===== src/rtl/vga_timing.sv =====
// 640x480@60 pixel-timing generator with a sync/blanking alignment stage that
// matches the renderer's registered colour back to the scan position it belongs to.
module vga_timing #(
    parameter int H_ACTIVE   = 640,
    parameter int H_FP       = 16,
    parameter int H_SYNC     = 96,
    parameter int H_BP       = 48,
    parameter int V_ACTIVE   = 480,
    parameter int V_FP       = 10,
    parameter int V_SYNC     = 2,
    parameter int V_BP       = 33,
    parameter int CLK_DIV    = 2,
    parameter int PIPE_DELAY = 1
) (
    input  logic        CLK,
    input  logic        RST,
    output logic [31:0] row,
    output logic [31:0] col,
    output logic        vnotactive,
    output logic        pix_en,
    output logic        frame_start,
    input  logic        red_in,
    input  logic        green_in,
    input  logic        blue_in,
    output logic        hsync,
    output logic        vsync,
    output logic        vga_r,
    output logic        vga_g,
    output logic        vga_b
);

    localparam int H_TOTAL = H_ACTIVE + H_FP + H_SYNC + H_BP;
    localparam int V_TOTAL = V_ACTIVE + V_FP + V_SYNC + V_BP;
    localparam int DIV_W   = $clog2(CLK_DIV);

    typedef struct packed {
        logic hs;
        logic vs;
        logic blank;
    } sync_t;

    localparam sync_t SYNC_IDLE = '{hs: 1'b0, vs: 1'b0, blank: 1'b1};

    logic [DIV_W-1:0] div;
    logic [31:0]      col_next;
    logic [31:0]      row_next;
    logic             col_wrap;
    logic             row_wrap;
    logic             hs_raw;
    logic             vs_raw;
    sync_t            pipe [PIPE_DELAY];
    logic             red_s;
    logic             green_s;
    logic             blue_s;

    // NOTE: every signal gets a value at the top of always_comb so no path can infer a latch.
    always_comb begin
        col_wrap = (col == 32'(H_TOTAL - 1));
        row_wrap = (row == 32'(V_TOTAL - 1));
        col_next = col_wrap ? 32'd0 : col + 32'd1;
        row_next = row;
        if (col_wrap) begin
            row_next = row_wrap ? 32'd0 : row + 32'd1;
        end
        hs_raw = (col >= 32'(H_ACTIVE + H_FP)) && (col < 32'(H_ACTIVE + H_FP + H_SYNC));
        vs_raw = (row >= 32'(V_ACTIVE + V_FP)) && (row < 32'(V_ACTIVE + V_FP + V_SYNC));
    end

    // NOTE: sequential state uses non-blocking assignments so every flop samples pre-edge values.
    always_ff @(posedge CLK or negedge RST) begin
        if (!RST) begin
            div    <= '0;
            pix_en <= 1'b0;
        end else begin
            pix_en <= (div == DIV_W'(CLK_DIV - 1));
            div    <= (div == DIV_W'(CLK_DIV - 1)) ? '0 : div + 1'b1;
        end
    end

    // vnotactive is computed from the next position so it never lags row/col.
    always_ff @(posedge CLK or negedge RST) begin
        if (!RST) begin
            col         <= '0;
            row         <= '0;
            vnotactive  <= 1'b0;
            frame_start <= 1'b0;
        end else if (pix_en) begin
            col         <= col_next;
            row         <= row_next;
            vnotactive  <= (col_next >= 32'(H_ACTIVE)) || (row_next >= 32'(V_ACTIVE));
            frame_start <= col_wrap && row_wrap;
        end else begin
            frame_start <= 1'b0;
        end
    end

    // NOTE: the delay line is only a few flops and must come out of reset blanked, so it is reset explicitly.
    always_ff @(posedge CLK or negedge RST) begin
        if (!RST) begin
            for (int i = 0; i < PIPE_DELAY; i++) begin
                pipe[i] <= SYNC_IDLE;
            end
            red_s   <= 1'b0;
            green_s <= 1'b0;
            blue_s  <= 1'b0;
        end else if (pix_en) begin
            pipe[0] <= '{hs: hs_raw, vs: vs_raw, blank: vnotactive};
            for (int i = 1; i < PIPE_DELAY; i++) begin
                pipe[i] <= pipe[i-1];
            end
            red_s   <= red_in;
            green_s <= green_in;
            blue_s  <= blue_in;
        end
    end

    assign hsync = ~pipe[PIPE_DELAY-1].hs;
    assign vsync = ~pipe[PIPE_DELAY-1].vs;
    assign vga_r = red_s   & ~pipe[PIPE_DELAY-1].blank;
    assign vga_g = green_s & ~pipe[PIPE_DELAY-1].blank;
    assign vga_b = blue_s  & ~pipe[PIPE_DELAY-1].blank;

endmodule


===== config.mk =====
export PLATFORM = sky130hd
export DESIGN_NAME = vga_timing
export DESIGN_NICKNAME = d
export VERILOG_FILES = /design/src/rtl/vga_timing.sv
export SDC_FILE = /design/constraint.sdc
export NUM_CORES = 1
export LEC_CHECK = 0
export CAP_MARGIN = 30
export CORE_ASPECT_RATIO = 0.9
export CORE_UTILIZATION = 38
export CTS_CLUSTER_SIZE = 16
export DETAILED_ROUTE_END_ITERATION = 16
export PLACE_DENSITY_LB_ADDON = 0.12
export SETUP_SLACK_MARGIN = 0.15
export SLEW_MARGIN = 20
export SYNTH_ARGS = -nofsm -noshare
export SYNTH_HDL_FRONTEND = slang
export SYNTH_SLANG_ARGS = --single-unit

===== constraint.sdc =====
create_clock -name CLK -period 4.2 [get_ports CLK]
set_input_delay 0.63 -clock CLK [delete_from_list [all_inputs] [get_ports CLK]]
set_output_delay 0.63 -clock CLK [all_outputs]
set_load 0.02 [all_outputs]

==> flow_metrics.env <==
export IMPL_synth_top_family_by_area="simple AND/OR/NAND/NOR gates"
export IMPL_synth_edf_count=0
export IMPL_slew_viol_final=0
export IMPL_syn_nets=614
export IMPL_period_share=0.725
export IMPL_yosys_area_share_adder=0.0122
export IMPL_leakage_uw=0.00233
export IMPL_antenna_cells=0
export IMPL_totalWireLength_um=15500
export IMPL_layout_drive_gt1_share=0.0668
export IMPL_grt_pass1_wl_um=25000
export IMPL_finalSetupTns_ns=0
export IMPL_synthMuxAreaShare=0.0190
export IMPL_clock_skew_ns=0.00895
export IMPL_first_global_vias=4471
export IMPL_ir_worst_vdd_uv=210
export IMPL_drt_first_pass_iters=5
export IMPL_final_common_cell="clkdlybuf4s50_1"
export IMPL_clk_path_buf_depth=2
export IMPL_place_inst=791
export IMPL_post_cts_resized=0
export IMPL_crit_required_ns=4.41
export IMPL_crit_start="col[11]"
export IMPL_startpoint_type="register"
export IMPL_fmax_ghz=0.328
export IMPL_place_ws_ns=1.29
export IMPL_drt_initial_drc_count=522
export IMPL_netlist_instances=604
export IMPL_path_class="register to register"
export IMPL_clockRootBuffer="clkbuf_16"
export IMPL_synth_simple_gate_area_frac=0.333
export IMPL_finalHoldViolations=0
export IMPL_io_buffers=76
export IMPL_die_area_sq_um=14000
export IMPL_arrival_ns=3.26
export IMPL_async_flop_share=1.00
export IMPL_status="finished, final reports clean"
export IMPL_ant_nets=0
export IMPL_synthDistinctLibCells=59
export IMPL_wl_per_cell_um=19.2
export IMPL_synth_xor_xnor_area_share=0.0903
export IMPL_rr_worst_depth=7
export IMPL_io_pin_count=77
export IMPL_final_util=0.479
export IMPL_cp_endpoint="vnotactive"
export IMPL_fin_crit_ns=3.05
export IMPL_grt_start_max_net_pins=75
export IMPL_p_per_area_nw_per_um2=242
export IMPL_layout_common_cells="clkdlybuf4s50_1 (75), dfrtp_1 (72), nand2_1 (49)"
export IMPL_endpoint_kind="register"
export IMPL_rsz0062_at_grt="false"
export IMPL_grt_use_total=0.227
export IMPL_regToRegSetupSlack_ns=1.15
export IMPL_core_area_sq_um=12900
export IMPL_reg2reg_from="col[11]"
export IMPL_path_clk_slew_ns=0.06
export IMPL_postCtsSetupRepairBufs=0
export IMPL_die_h_um=112
export IMPL_drv_cap=0
export IMPL_grt_antenna_before_repair=0
export IMPL_cts_tree="done"
export IMPL_cts_max_level=3
export IMPL_instances_no_fill=808
export IMPL_setup_violations=0
export IMPL_path_max_fanout=21
export IMPL_hold_buffers=0
export IMPL_final_nets=649
export IMPL_synth_compound_area_frac=0.125
export IMPL_overflow=0
export IMPL_drc=0
export IMPL_slew_headroom=0.416
export IMPL_initial_utilization=0.397
export IMPL_cts_buffers=9
export IMPL_place_congestion=0.906
export IMPL_clk_latency_ns=0.35
export IMPL_min_path_type="input port to async pin"
export IMPL_syn_cell_area_sq_um=5140
export IMPL_ys_seq_elements=74
export IMPL_area_growth_pct=20.5
export IMPL_avgSynthCellArea_sq_um=8.51
export IMPL_viasPerCell=6.00
export IMPL_vias=4849
export IMPL_ys_flop_type="dfrtp_1"
export IMPL_timing_rr_end="vnotactive"
export IMPL_rows=39
export IMPL_yosysSeqAreaShare=0.361
export IMPL_fin_ws_ns=1.15
export IMPL_detailed_place_hpwl_um=11000
export IMPL_cts_num_sinks=74
export IMPL_dieWidth_um=125
export IMPL_fin_worst_hold_slack_ns=0.240
export IMPL_tightest_slew_ns=0.869
export IMPL_ys_warn_count=0
layer usage:
layer	global-route usage	part of all wire	vias to the layer above
li1	-	-	2312
met5	0	0	-
met4	0.0731	0.020	0
met1	0.324	0.48	2333
met2	0.335	0.44	181
met3	0.0548	0.060	23
worst max-delay path: stages (launching register included):
cell       delay, ns
dfrtp_1         0.50
nor4_1          0.50
nand2_1         0.24
or3_4           0.55
o41ai_1         0.38
o211ai_1        0.13
a2111oi_0       0.46
a31oi_1         0.15
per-stage QoR:
stage	total power [uW]	cell area, sq um
6_report	1500	6190
2_1_floorplan	732	5140
3_5_place_dp	754	5890
3_3_place_gp	754	5890
5_1_grt	1550	6190
4_1_cts	1520	6170
synthesized netlist by cell type (all sizes together), types with 23 or more instances:
master	count	area share
and3	25	0.030
buf	23	0.025
clkbuf	35	0.026
dfrtp	73	0.36
nand2	49	0.036
nand3	39	0.038
nand4	40	0.052
nor2	33	0.024
nor3	24	0.023
nor4	27	0.045
o21ai	39	0.038
xnor2	36	0.061
cells by family (layout without fill, tap and decap cells):
| group | count (synthesis) | in the layout |
|---|---|---|
| flops | 74 | 74 |
| simple gates | 292 | 292 |
| buf+inv | 70 | 110 |
| mux | 9 | 9 |
| compound gates | 101 | 101 |
| fa+ha+maj | 5 | 5 |
| xor+xnor | 53 | 53 |
power by group:
part           leakage [uW]  total [uW]  internal (uW)  switching (uW)
Combinational       0.00119        26.6           9.07            17.5
Clock              0.000136         759            458             302
Sequential          0.00101         715            715           0.642
Total               0.00233        1500           1180             320
sequential cells by signal, indices dropped and copies added, names as in the netlist:
| register | cells |
|---|---|
| green_s | 1 |
| div | 1 |
| blue_s | 1 |
| row | 32 |
| vnotactive | 1 |
| col | 32 |
| pix_en | 1 |
| red_s | 1 |
| pipe | 3 |
| frame_start | 1 |
worst min-delay path by stage:
stage | from | end | slack, ns | depth (start not counted)
5_1_grt | RST | col[7] | 0.29 | 1
2_1_floorplan | RST | blue_s | 0.33 | 0
3_5_place_dp | div | pix_en | 0.37 | 0
4_1_cts | div | pix_en | 0.37 | 0
3_3_place_gp | div | pix_en | 0.36 | 0
6_report | RST | col[7] | 0.24 | 1
area by class of cell:
type	instances	area, sq um
timing repair buffer	82	816
clock inverter	5	55.1
inverter	12	45.0
multi-input combinational	460	2990
fill	1280	6740
sequential	74	1850
tap	164	205
clock buffer	11	233
(Power assumes the default switching activity.)
